`src/rtl/vga_timing_gen.sv`:
```
// rtl/vga_timing_gen.sv - parametrised VGA timing and test-pattern generator
module vga_timing_gen #(
  parameter int   H_VISIBLE  = 640,
  parameter int   H_FRONT    = 16,
  parameter int   H_SYNC     = 96,
  parameter int   H_BACK     = 48,
  parameter int   V_VISIBLE  = 480,
  parameter int   V_FRONT    = 10,
  parameter int   V_SYNC     = 2,
  parameter int   V_BACK     = 33,
  parameter logic HSYNC_POL  = 1'b0,
  parameter logic VSYNC_POL  = 1'b0,
  parameter int   COLOR_BITS = 3,
  localparam int  H_TOTAL    = H_VISIBLE + H_FRONT + H_SYNC + H_BACK,
  localparam int  V_TOTAL    = V_VISIBLE + V_FRONT + V_SYNC + V_BACK,
  localparam int  XW         = $clog2(H_TOTAL),
  localparam int  YW         = $clog2(V_TOTAL)
) (
  input  logic                  clk,
  input  logic                  reset,
  input  logic                  enable,
  input  logic [1:0]            mode,
  output logic [COLOR_BITS-1:0] red,
  output logic [COLOR_BITS-1:0] green,
  output logic [COLOR_BITS-1:0] blue,
  output logic                  hsync,
  output logic                  vsync,
  output logic                  blank,
  output logic [XW-1:0]         x,
  output logic [YW-1:0]         y,
  output logic                  frame_start,
  output logic                  line_start
);

  localparam int BAR_W  = H_VISIBLE / 8;
  localparam int HS_BEG = H_VISIBLE + H_FRONT;
  localparam int HS_END = HS_BEG + H_SYNC;
  localparam int VS_BEG = V_VISIBLE + V_FRONT;
  localparam int VS_END = VS_BEG + V_SYNC;
  localparam logic [COLOR_BITS-1:0] ONES = '1;

  logic [XW-1:0]         h, h_nxt;
  logic [YW-1:0]         v, v_nxt;
  logic [XW-1:0]         bar_cnt, bar_cnt_nxt;
  logic [2:0]            bar, bar_nxt;
  logic [1:0]            mode_q, mode_nxt;
  logic [31:0]           hx, vx;
  logic                  h_last, v_last;
  logic                  blank_d, hs_act, vs_act;
  logic [COLOR_BITS-1:0] r_d, g_d, b_d;

  // Counters widened to 32 bits so pattern bit-selects and porch compares
  // stay legal for small timing parameters.
  assign hx     = 32'(h);
  assign vx     = 32'(v);
  assign h_last = (hx == 32'(H_TOTAL - 1));
  assign v_last = (vx == 32'(V_TOTAL - 1));

  // State register: raster counters, bar tracker and frame-latched mode
  always_ff @(posedge clk or posedge reset) begin
    if (reset) begin
      h       <= '0;
      v       <= '0;
      bar_cnt <= '0;
      bar     <= '0;
      mode_q  <= '0;
    end else begin
      h       <= h_nxt;
      v       <= v_nxt;
      bar_cnt <= bar_cnt_nxt;
      bar     <= bar_nxt;
      mode_q  <= mode_nxt;
    end
  end

  // Next-state: advance raster when enabled; bar index steps every BAR_W pixels
  always_comb begin
    h_nxt       = h;
    v_nxt       = v;
    bar_cnt_nxt = bar_cnt;
    bar_nxt     = bar;
    mode_nxt    = mode_q;
    if (enable) begin
      if (h_last) begin
        h_nxt       = '0;
        bar_cnt_nxt = '0;
        bar_nxt     = '0;
        if (v_last) begin
          v_nxt    = '0;
          mode_nxt = mode;
        end else begin
          v_nxt = v + YW'(1);
        end
      end else begin
        h_nxt = h + XW'(1);
        if (bar_cnt == XW'(BAR_W - 1)) begin
          bar_cnt_nxt = '0;
          bar_nxt     = bar + 3'd1;
        end else begin
          bar_cnt_nxt = bar_cnt + XW'(1);
        end
      end
    end
  end

  // Output decode: sync windows, blanking and the selected test pattern
  always_comb begin
    blank_d = (hx >= 32'(H_VISIBLE)) || (vx >= 32'(V_VISIBLE));
    hs_act  = (hx >= 32'(HS_BEG)) && (hx < 32'(HS_END));
    vs_act  = (vx >= 32'(VS_BEG)) && (vx < 32'(VS_END));
    r_d     = '0;
    g_d     = '0;
    b_d     = '0;
    if (!blank_d) begin
      case (mode_q)
        2'd0: begin
          r_d = vx[COLOR_BITS+3:4];
          g_d = vx[COLOR_BITS+2:3];
          b_d = hx[COLOR_BITS+3:4];
        end
        2'd1: begin
          r_d = bar[2] ? ONES : '0;
          g_d = bar[1] ? ONES : '0;
          b_d = bar[0] ? ONES : '0;
        end
        2'd2: begin
          r_d = (hx[4] ^ vx[4]) ? ONES : '0;
          g_d = (hx[4] ^ vx[4]) ? ONES : '0;
          b_d = (hx[4] ^ vx[4]) ? ONES : '0;
        end
        default: begin
          r_d = ONES;
          g_d = ONES;
          b_d = ONES;
        end
      endcase
    end
  end

  // Output register: everything for pixel (h,v) lands together one clk later
  always_ff @(posedge clk or posedge reset) begin
    if (reset) begin
      red         <= '0;
      green       <= '0;
      blue        <= '0;
      hsync       <= ~HSYNC_POL;
      vsync       <= ~VSYNC_POL;
      blank       <= 1'b1;
      x           <= '0;
      y           <= '0;
      frame_start <= 1'b0;
      line_start  <= 1'b0;
    end else if (enable) begin
      red         <= r_d;
      green       <= g_d;
      blue        <= b_d;
      hsync       <= hs_act ? HSYNC_POL : ~HSYNC_POL;
      vsync       <= vs_act ? VSYNC_POL : ~VSYNC_POL;
      blank       <= blank_d;
      x           <= h;
      y           <= v;
      frame_start <= (h == '0) && (v == '0);
      line_start  <= (h == '0);
    end
  end

endmodule
```
`config.mk`:
```
export PLATFORM = sky130hd
export DESIGN_NAME = vga_timing_gen
export DESIGN_NICKNAME = d
export VERILOG_FILES = /design/src/rtl/vga_timing_gen.sv
export SDC_FILE = /design/constraint.sdc
export NUM_CORES = 1
export LEC_CHECK = 0
export ABC_AREA = 0
export CELL_PAD_IN_SITES_DETAIL_PLACEMENT = 1
export CELL_PAD_IN_SITES_GLOBAL_PLACEMENT = 1
export CORE_ASPECT_RATIO = 0.8
export CORE_UTILIZATION = 30
export DETAILED_ROUTE_END_ITERATION = 8
export PLACE_DENSITY_LB_ADDON = 0.1
export SLEW_MARGIN = 20
export SYNTH_ARGS = -nofsm -noshare
export SYNTH_HDL_FRONTEND = slang
export SYNTH_SLANG_ARGS = --single-unit
```
`constraint.sdc`:
```
create_clock -name clk -period 3.15 [get_ports clk]
set_input_delay 0.63 -clock clk [delete_from_list [all_inputs] [get_ports clk]]
set_output_delay 0.63 -clock clk [all_outputs]
set_load 0.01 [all_outputs]
```
==> flow_summary.html, run 1 <==
<table>
<tr><th>Metric</th><th>Value</th></tr>
<tr><th colspan="2">Outcome</th></tr>
<tr><td>Status</td><td>completed</td></tr>
<tr><th colspan="2">Clock tree</th></tr>
<tr><td>Clock tree buffer depth</td><td>2</td></tr>
<tr><td>CTS Hold Buffers Added</td><td>0</td></tr>
<tr><td>Clock sink count</td><td>slightly below 70</td></tr>
<tr><td>CTS tree</td><td>done</td></tr>
<tr><td>CTS H-tree lvls</td><td>3</td></tr>
<tr><td>Post-CTS setup buffer count</td><td>0</td></tr>
<tr><td>Source-to-sink clock delay at the later pin of the worst-skew pair</td><td>around 330 ps</td></tr>
<tr><td>Cell chosen for the clock root</td><td>clkbuf_16</td></tr>
<tr><td>Number of cells upsized or downsized after cts</td><td>0</td></tr>
<tr><td>Number of buffers inserted during clock tree synthesis</td><td>9</td></tr>
<tr><td>Clock edge transition at the registers on the reported setup and hold paths</td><td>50 ps</td></tr>
<tr><th colspan="2">Drt</th></tr>
<tr><td>Post-route DRC</td><td>0</td></tr>
<tr><td>Vias post-DR</td><td>2391</td></tr>
<tr><td>ANT nets after route</td><td>0</td></tr>
<tr><td>Vias/cell</td><td>~5.0</td></tr>
<tr><td>Routed wirelength normalized by instance count</td><td>between 15 and 20 um</td></tr>
<tr><td>Number of DRC violations after detailed-routing iteration 0</td><td>73</td></tr>
<tr><td>Total length of routed wires</td><td>approximately 7700 um</td></tr>
<tr><td>Number of detailed-routing iterations run before antenna repair</td><td>6</td></tr>
<tr><th colspan="2">Critical path</th></tr>
<tr><td>Critical Path Start Type</td><td>flop</td></tr>
<tr><td>Total buffers and inverters traversed by the critical path</td><td>0</td></tr>
<tr><td>FF-to-FF End</td><td>bar_cnt[3]$_DFFE_PP0P_</td></tr>
<tr><td>Slowest cell on crit path</td><td>nor4b_1</td></tr>
<tr><td>WS Path Type</td><td>reg2reg</td></tr>
<tr><td>Cells traversed along the worst timing path</td><td>nor4b_1 &gt; nand2_1 &gt; o21ai_1 &gt; o221ai_1</td></tr>
<tr><td>Largest stage delay on the critical path</td><td>slightly above 600 ps</td></tr>
<tr><td>R2r startpoint</td><td>bar_cnt[7]$_DFFE_PP0P_</td></tr>
<tr><td>Crit path capture type</td><td>flop</td></tr>
<tr><td>Family with the most delay on the worst path</td><td>simple AND/OR/NAND/NOR gates</td></tr>
<tr><td>Launch point of the worst path</td><td>bar_cnt[7]$_DFFE_PP0P_</td></tr>
<tr><td>Reg2reg setup slack</td><td>approximately 900 ps</td></tr>
<tr><td>Count of cells along the worst register-to-register path</td><td>4</td></tr>
<tr><td>Data required time at the worst endpoint</td><td>3330 ps</td></tr>
<tr><td>Crit path DAT</td><td>roughly 2400 ps</td></tr>
<tr><td>Critical-path maximum fanout</td><td>7</td></tr>
<tr><th colspan="2">STA</th></tr>
<tr><td>Worst Max-Slew Pin Slew</td><td>around 640 ps</td></tr>
<tr><td>Final critical-path required period</td><td>around 2200 ps</td></tr>
<tr><td>Setup violation total in the final timing report</td><td>0</td></tr>
<tr><td>Final clock period utilization by the worst path</td><td>0.712</td></tr>
<tr><td>Max-slew violation count</td><td>0</td></tr>
<tr><td>Post-Route Setup TNS</td><td>0 ps</td></tr>
<tr><td>Count of endpoints failing hold in the final timing report</td><td>0</td></tr>
<tr><td>Max-Slew Margin vs Limit</td><td>0.569</td></tr>
<tr><td>RSZ-0062 raised after global routing</td><td>no</td></tr>
<tr><td>Peak clock frequency supported by timing</td><td>446 MHz</td></tr>
<tr><td>Clock skew after layout</td><td>approximately 4.3 ps</td></tr>
<tr><th colspan="2">Power and ir drop</th></tr>
<tr><td>Clk pwr share</td><td>0.357</td></tr>
<tr><td>Worst ir drop on vdd</td><td>0.000310 V</td></tr>
<tr><td>Part of the power in registers</td><td>0.455</td></tr>
<tr><td>Gate power share</td><td>0.188</td></tr>
<tr><td>Net switching power</td><td>~0.77 mW</td></tr>
<tr><td>Leak pwr</td><td>approximately 1.7 nW</td></tr>
<tr><td>Power Internal</td><td>1.86 mW</td></tr>
<tr><td>PwrDens</td><td>649 mW/mm^2</td></tr>
<tr><td>Switching part of the total</td><td>0.293</td></tr>
<tr><th colspan="2">Yosys</th></tr>
<tr><td>Post-synthesis async set-or-reset flop share</td><td>1.00</td></tr>
<tr><td>Synthesized area per cell</td><td>roughly 11 sq um</td></tr>
<tr><td>Synthesized Nets</td><td>approximately 310</td></tr>
<tr><td>Primary flip-flop cell chosen by synthesis mapping</td><td>dfrtp_1</td></tr>
<tr><td>Cell types occupying the most area after synthesis</td><td>dfrtp_1 (51%), mux2_2 (8.3%), xnor2_1 (2.7%)</td></tr>
<tr><td>Count of state elements after synthesis</td><td>slightly below 70</td></tr>
<tr><td>Number of instances in the synthesized netlist</td><td>just over 300</td></tr>
<tr><td>Proportion of netlist area held by the largest area contributor</td><td>0.506</td></tr>
<tr><td>Part of the Yosys area used for sequential elements</td><td>0.530</td></tr>
<tr><td>Cell type contributing the most total cell area after synthesis</td><td>dfrtp_1</td></tr>
<tr><td>Syn. warnings</td><td>0</td></tr>
<tr><td>Yosys cell types</td><td>47</td></tr>
<tr><td>EDFF count, synth</td><td>0</td></tr>
<tr><td>Synthesized cell area</td><td>0.00326 sq mm</td></tr>
<tr><th colspan="2">Cells and area</th></tr>
<tr><td>Growth of design area from synthesis to finish</td><td>24.5%</td></tr>
<tr><td>Filler-free cell count of the finished design</td><td>482</td></tr>
<tr><td>Sequential cell area</td><td>~0.0017 sq mm</td></tr>
<tr><td>Commonest cells after routing, fill and taps aside</td><td>dfrtp_1 (66), clkdlybuf4s50_1 (37), mux2_2 (24)</td></tr>
<tr><td>Fill cell total of the finished layout</td><td>about 1200</td></tr>
<tr><td>Most common cell after layout, fill and taps aside</td><td>dfrtp_1</td></tr>
<tr><td>Ant diodes</td><td>0</td></tr>
<tr><td>Proportion of layout cells with a drive suffix above 1</td><td>0.158</td></tr>
<tr><td>Util after Layout</td><td>0.390</td></tr>
<tr><td>Area occupied by multi-input gates</td><td>0.00137 sq mm</td></tr>
<tr><td>Final #Nets</td><td>~350</td></tr>
<tr><th colspan="2">Placement</th></tr>
<tr><td>IO buf count</td><td>38</td></tr>
<tr><td>Routability congestion estimate</td><td>about 0.73</td></tr>
<tr><td>Detailed Place HPWL</td><td>5110 um</td></tr>
<tr><td>Placed insts</td><td>466</td></tr>
<tr><th colspan="2">Floorplan</th></tr>
<tr><td>Core Region</td><td>~0.010 sq mm</td></tr>
<tr><td>Die Span Y</td><td>~95 um</td></tr>
<tr><td>Die Width</td><td>about 120 um</td></tr>
<tr><td>Starting Density</td><td>0.313</td></tr>
<tr><td>Die Area</td><td>0.0113 sq mm</td></tr>
<tr><td>Cell Rows</td><td>33</td></tr>
<tr><td>I/O pin count</td><td>39</td></tr>
<tr><th colspan="2">Global routing</th></tr>
<tr><td>Maximum number of pins on one net before global-route repair</td><td>70</td></tr>
<tr><td>GRT Overall Usage</td><td>0.150</td></tr>
<tr><td>Wire length of the first global-routing pass</td><td>around 13000 um</td></tr>
<tr><td>Global-route congestion overflow total</td><td>0</td></tr>
<tr><td>Antenna violations before repair</td><td>0</td></tr>
<tr><td>Vias in the first global route</td><td>about 2400</td></tr>
<tr><th colspan="2">Min path</th></tr>
<tr><td>Depth of the worst hold-timing path</td><td>2</td></tr>
<tr><td>Start point of the worst min-delay path</td><td>vsync$_DFFE_PP1P_</td></tr>
<tr><td>Destination of the worst hold path</td><td>vsync$_DFFE_PP1P_</td></tr>
<tr><td>HP Class</td><td>reg2reg</td></tr>
<tr><th colspan="2">Flow run</th></tr>
<tr><td>Max-cap violations</td><td>0</td></tr>
</table>
==> Yosys cell counts (all sizes together), types with 3 or more instances <==
master  count
o21ai      13
dfrtp      66
buf         6
a21oi       8
or2         3
nand2      18
mux2       24
nand4       7
or3         3
dfstp       3
inv        21
clkbuf     12
ha          6
a22oi       9
xnor2      10
xor2        8
nor3        8
o22ai      11
nor4        6
nor2       13
a21o        3
nand3      13
o221ai      3
and3        9
==> power by group through the flow <==
| stage | clock [mW] | sequential, mW | combinational [mW] |
|---|---|---|---|
| after floorplan | 0 | 1.16 | 0.320 |
| after global placement | 0 | 1.21 | 0.495 |
| after detailed placement | 0 | 1.22 | 0.502 |
| after CTS | 0.980 | 1.20 | 0.505 |
| after global routing | 1.01 | 1.23 | 0.559 |
| final | 0.940 | 1.20 | 0.496 |
==> worst max path at each step <==
stage,to,cells after the start,slack (ps)
after floorplan,bar[0]$_DFFE_PP0P_,1,790
after global placement,mode_q[0]$_DFFE_PP0P_,5,910
after detailed placement,mode_q[1]$_DFFE_PP0P_,5,860
after CTS,bar_cnt[3]$_DFFE_PP0P_,4,830
after global routing,bar_cnt[3]$_DFFE_PP0P_,4,690
final,bar_cnt[3]$_DFFE_PP0P_,4,910
==> metrics by stage <==
step / hold WS, ps / power (mW) / setup slack (ps) / area (sq um)
6_report: 503 / 2.64 / 908 / 4060
5_1_grt: 530 / 2.80 / 693 / 4060
4_1_cts: 505 / 2.69 / 826 / 4060
3_5_place_dp: 490 / 1.72 / 858 / 3780
3_3_place_gp: 489 / 1.71 / 914 / 3780
2_1_floorplan: 472 / 1.48 / 785 / 3260
==> state kept, by name, indices dropped and copies added (netlist names) <==
| signal | cells |
|---|---|
| h | 10 |
| line_start | 1 |
| red | 3 |
| bar_cnt | 10 |
| v | 10 |
| frame_start | 1 |
| blue | 3 |
| green | 3 |
| vsync | 1 |
| y | 10 |
| bar | 3 |
| mode_q | 2 |
| x | 10 |
| hsync | 1 |
| blank | 1 |
==> metal layers <==
layer	vias to the layer above	GRT usage	part of all wire
li1	1155	-	-
met2	41	0.216	0.43
met1	1186	0.210	0.52
met5	-	0	0
met3	9	0.0508	0.036
met4	0	0.0517	0.013
==> final cells by class <==
class / count / share of cell area
Clock buffer: 12 / 0.0632
Clock inverter: 4 / 0.00555
Inverter: 21 / 0.0194
Multi-Input combinational cell: 195 / 0.338
Sequential cell: 69 / 0.426
Tap cell: 140 / 0.0431
Timing Repair Buffer: 41 / 0.104
==> kinds of logic (layout without fill, tap and decap cells) <==
kind of cell | after synthesis | in the layout | synth area share
buf+inv | 39 | 78 | 0.0483
fa+ha+maj | 6 | 6 | 0.0230
mux | 24 | 24 | 0.0829
flops | 69 | 69 | 0.530
xor+xnor | 18 | 18 | 0.0483
simple gates | 91 | 91 | 0.154
compound gates | 56 | 56 | 0.113
==> worst min-delay path, cell delays in order (launching register included) <==
cell and delay, ps:
dfstp_2 360, nor2_1 90, a41oi_1 50
Note: power is estimated with default switching activity, not from simulation.
==> run 2: changes to the inputs <==
==> constraint.sdc (replaced) <==
create_clock -name clk -period 2.12 [get_ports clk]
set_input_delay 0.424 -clock clk [delete_from_list [all_inputs] [get_ports clk]]
set_output_delay 0.424 -clock clk [all_outputs]
set_load 0.01 [all_outputs]
==> run 2 against run 1 <==
Sequential share of layout area decreased by 1.7 points. Sequential power rose by 43%. Critical path depth unchanged. First-iteration DRC count rose by 58%. Largest cell class unchanged. Highest routed layer unchanged.
==> flow_summary.html, run 2 (synthesis results as in run 1) <==
<table>
<tr><th>Metric</th><th>Value</th></tr>
<tr><th colspan="2">STA</th></tr>
<tr><td>Worst path setup slack after routing</td><td>208 ps (-700 ps)</td></tr>
<tr><td>Final clock period utilization by the worst path</td><td>0.902 (+0.190)</td></tr>
<tr><td>Worst Max-Slew Pin Slew</td><td>598 ps (-39.2 ps)</td></tr>
<tr><td>Final critical-path required period</td><td>1910 ps (-330 ps)</td></tr>
<tr><td>RSZ-0062 raised after global routing</td><td>no</td></tr>
<tr><td>Setup violation total in the final timing report</td><td>0 (unchanged)</td></tr>
<tr><td>Clock skew after layout</td><td>4.93 ps (+0.637 ps)</td></tr>
<tr><td>Post-Route Setup TNS</td><td>0 ps (unchanged)</td></tr>
<tr><td>Count of endpoints failing hold in the final timing report</td><td>0 (unchanged)</td></tr>
<tr><td>Peak clock frequency supported by timing</td><td>523 MHz (+17%)</td></tr>
<tr><td>Max-Slew Margin vs Limit</td><td>0.600 (+0.0313)</td></tr>
<tr><td>Max-slew violation count</td><td>0 (unchanged)</td></tr>
<tr><th colspan="2">Global routing</th></tr>
<tr><td>Wire length of the first global-routing pass</td><td>13500 um (+4.5%)</td></tr>
<tr><td>Antenna violations before repair</td><td>0 (unchanged)</td></tr>
<tr><td>GRT Overall Usage</td><td>0.156 (+0.00550)</td></tr>
<tr><td>Vias in the first global route</td><td>2524 (+5.1%)</td></tr>
<tr><td>Maximum number of pins on one net before global-route repair</td><td>63 (-10%)</td></tr>
<tr><td>Global-route congestion overflow total</td><td>0 (unchanged)</td></tr>
<tr><th colspan="2">Placement</th></tr>
<tr><td>Pre-CTS setup slack</td><td>86.8 ps (-771 ps)</td></tr>
<tr><td>IO buf count</td><td>38 (unchanged)</td></tr>
<tr><td>Routability congestion estimate</td><td>0.746 (+2.6%)</td></tr>
<tr><td>Detailed Place HPWL</td><td>5560 um (+8.7%)</td></tr>
<tr><th colspan="2">Clock tree</th></tr>
<tr><td>CTS Hold Buffers Added</td><td>0 (unchanged)</td></tr>
<tr><td>Cell chosen for the clock root</td><td>clkbuf_16</td></tr>
<tr><td>Clock edge transition at the registers on the reported setup and hold paths</td><td>60 ps (about the same)</td></tr>
<tr><td>CTS H-tree lvls</td><td>3 (unchanged)</td></tr>
<tr><td>Clock tree buffer depth</td><td>2 (unchanged)</td></tr>
<tr><td>Clock sink count</td><td>69 (unchanged)</td></tr>
<tr><td>Number of cells upsized or downsized after cts</td><td>0 (unchanged)</td></tr>
<tr><td>Source-to-sink clock delay at the later pin of the worst-skew pair</td><td>330 ps (about the same)</td></tr>
<tr><td>Post-CTS setup buffer count</td><td>0 (unchanged)</td></tr>
<tr><td>CTS tree</td><td>done</td></tr>
<tr><td>Number of buffers inserted during clock tree synthesis</td><td>9 (unchanged)</td></tr>
<tr><th colspan="2">Cells and area</th></tr>
<tr><td>Final #Nets</td><td>364 (+4.6%)</td></tr>
<tr><td>Commonest cells after routing, fill and taps aside</td><td>dfrtp_1 (66), clkdlybuf4s50_1 (37), mux2_2 (24)</td></tr>
<tr><td>Util after Layout</td><td>0.407 (+0.0164)</td></tr>
<tr><td>Proportion of layout cells with a drive suffix above 1</td><td>0.196 (+0.0376)</td></tr>
<tr><td>Most common cell after layout, fill and taps aside</td><td>dfrtp_1</td></tr>
<tr><td>Growth of design area from synthesis to finish</td><td>29.7%</td></tr>
<tr><td>Ant diodes</td><td>0 (unchanged)</td></tr>
<tr><th colspan="2">Drt</th></tr>
<tr><td>Routed wirelength normalized by instance count</td><td>15.7 um (-1.2%)</td></tr>
<tr><td>Total length of routed wires</td><td>7820 um (+2.1%)</td></tr>
<tr><td>Vias/cell</td><td>4.98 (+0.47%)</td></tr>
<tr><td>Number of DRC violations after detailed-routing iteration 0</td><td>115 (+58%)</td></tr>
<tr><td>Number of detailed-routing iterations run before antenna repair</td><td>4 (-2)</td></tr>
<tr><td>ANT nets after route</td><td>0 (unchanged)</td></tr>
<tr><td>Post-route DRC</td><td>0 (unchanged)</td></tr>
<tr><td>Vias post-DR</td><td>2482 (+3.8%)</td></tr>
<tr><th colspan="2">Critical path</th></tr>
<tr><td>R2r startpoint</td><td>h[6]$_DFFE_PP0P_</td></tr>
<tr><td>Data required time at the worst endpoint</td><td>2330 ps (-1000 ps)</td></tr>
<tr><td>FF-to-FF End</td><td>v[9]$_DFFE_PP0P_</td></tr>
<tr><td>Crit path capture type</td><td>flop</td></tr>
<tr><td>Critical-path maximum fanout</td><td>4 (-3)</td></tr>
<tr><td>Count of cells along the worst register-to-register path</td><td>4 (unchanged)</td></tr>
<tr><td>Critical Path Start Type</td><td>flop</td></tr>
<tr><td>Cells traversed along the worst timing path</td><td>or4b_4 &gt; or4_4 &gt; o221ai_1 &gt; o31ai_1</td></tr>
<tr><td>Reg2reg setup slack</td><td>210 ps (-700 ps)</td></tr>
<tr><td>Family with the most delay on the worst path</td><td>simple AND/OR/NAND/NOR gates</td></tr>
<tr><td>WS Path Type</td><td>reg2reg</td></tr>
<tr><td>Total buffers and inverters traversed by the critical path</td><td>0 (unchanged)</td></tr>
<tr><td>Largest stage delay on the critical path</td><td>570 ps (-40 ps)</td></tr>
<tr><td>Crit path DAT</td><td>2120 ps (-300 ps)</td></tr>
<tr><td>Slowest cell on crit path</td><td>or4_4</td></tr>
<tr><th colspan="2">Floorplan</th></tr>
<tr><td>Core Region</td><td>0.0104 sq mm (unchanged)</td></tr>
<tr><td>I/O pin count</td><td>39 (unchanged)</td></tr>
<tr><td>Die Area</td><td>0.0113 sq mm (unchanged)</td></tr>
<tr><td>Die Width</td><td>119 um (unchanged)</td></tr>
<tr><td>Die Span Y</td><td>95.3 um (unchanged)</td></tr>
<tr><td>Starting Density</td><td>0.313 (unchanged)</td></tr>
<tr><td>Cell Rows</td><td>33 (unchanged)</td></tr>
<tr><th colspan="2">Power and ir drop</th></tr>
<tr><td>Final total power</td><td>4.13 mW (+57%)</td></tr>
<tr><td>PwrDens</td><td>977 mW/mm^2 (+50%)</td></tr>
<tr><td>Leak pwr</td><td>1.83 nW (+5.3%)</td></tr>
<tr><td>Worst ir drop on vdd</td><td>0.000427 V (+38%)</td></tr>
<tr><th colspan="2">Min path</th></tr>
<tr><td>Destination of the worst hold path</td><td>vsync$_DFFE_PP1P_</td></tr>
<tr><td>Start point of the worst min-delay path</td><td>vsync$_DFFE_PP1P_</td></tr>
<tr><td>HP Class</td><td>reg2reg</td></tr>
<tr><td>Depth of the worst hold-timing path</td><td>2 (unchanged)</td></tr>
<tr><th colspan="2">Outcome</th></tr>
<tr><td>Status</td><td>completed</td></tr>
<tr><th colspan="2">Flow run</th></tr>
<tr><td>Max-cap violations</td><td>0 (unchanged)</td></tr>
</table>
## run 2: layout make-up
class	count	area (sq um)
multi-input combinational	195	1370
inverter	21	82.6
clock inverter	3	42.5
sequential	69	1730
tap	140	175
fill	1161	6170
timing repair buffer	57	556
clock buffer	13	270
## run 2: worst register-to-register path, stage by stage, from the launching register on
cell      delay [ps]
dfrtp_1          370
or4b_4           560
or4_4            570
o221ai_1         200
o31ai_1          100
## run 2: how the worst max path moves through the flow
stage | slack [ps] | cells past startpoint | startpoint | endpoint
floorplan | 140 | 5 | enable | v[9]$_DFFE_PP0P_
global placement | 100 | 5 | enable | v[9]$_DFFE_PP0P_
detailed placement | 90 | 5 | enable | v[9]$_DFFE_PP0P_
CTS | 220 | 4 | h[6]$_DFFE_PP0P_ | v[9]$_DFFE_PP0P_
global route | 120 | 4 | h[6]$_DFFE_PP0P_ | v[9]$_DFFE_PP0P_
finish | 210 | 4 | h[6]$_DFFE_PP0P_ | v[9]$_DFFE_PP0P_
## run 2: power by group
part           switching (mW)  total [mW]  internal, mW
registers               0.195        1.72          1.52
clock network           0.539        1.54          1.00
logic                   0.415       0.871         0.457
total                    1.15        4.13          2.98
## run 2: metal layers
| metal | track usage | wire (um) |
|---|---|---|
| met1 | 0.216 | 4030 |
| met2 | 0.230 | 3430 |
| met3 | 0.0407 | 233 |
| met4 | 0.0665 | 131 |
| met5 | 0 | 0 |
## run 2: metrics by stage
step | instance area, sq um | cells | hold slack, ps
after CTS | 4230 | 498 | 511
after global routing | 4230 | 498 | 519
after detailed placement | 3920 | 482 | 495
after global placement | 3920 | 482 | 489
final | 4230 | 498 | 501
after floorplan | 3270 | 303 | 472
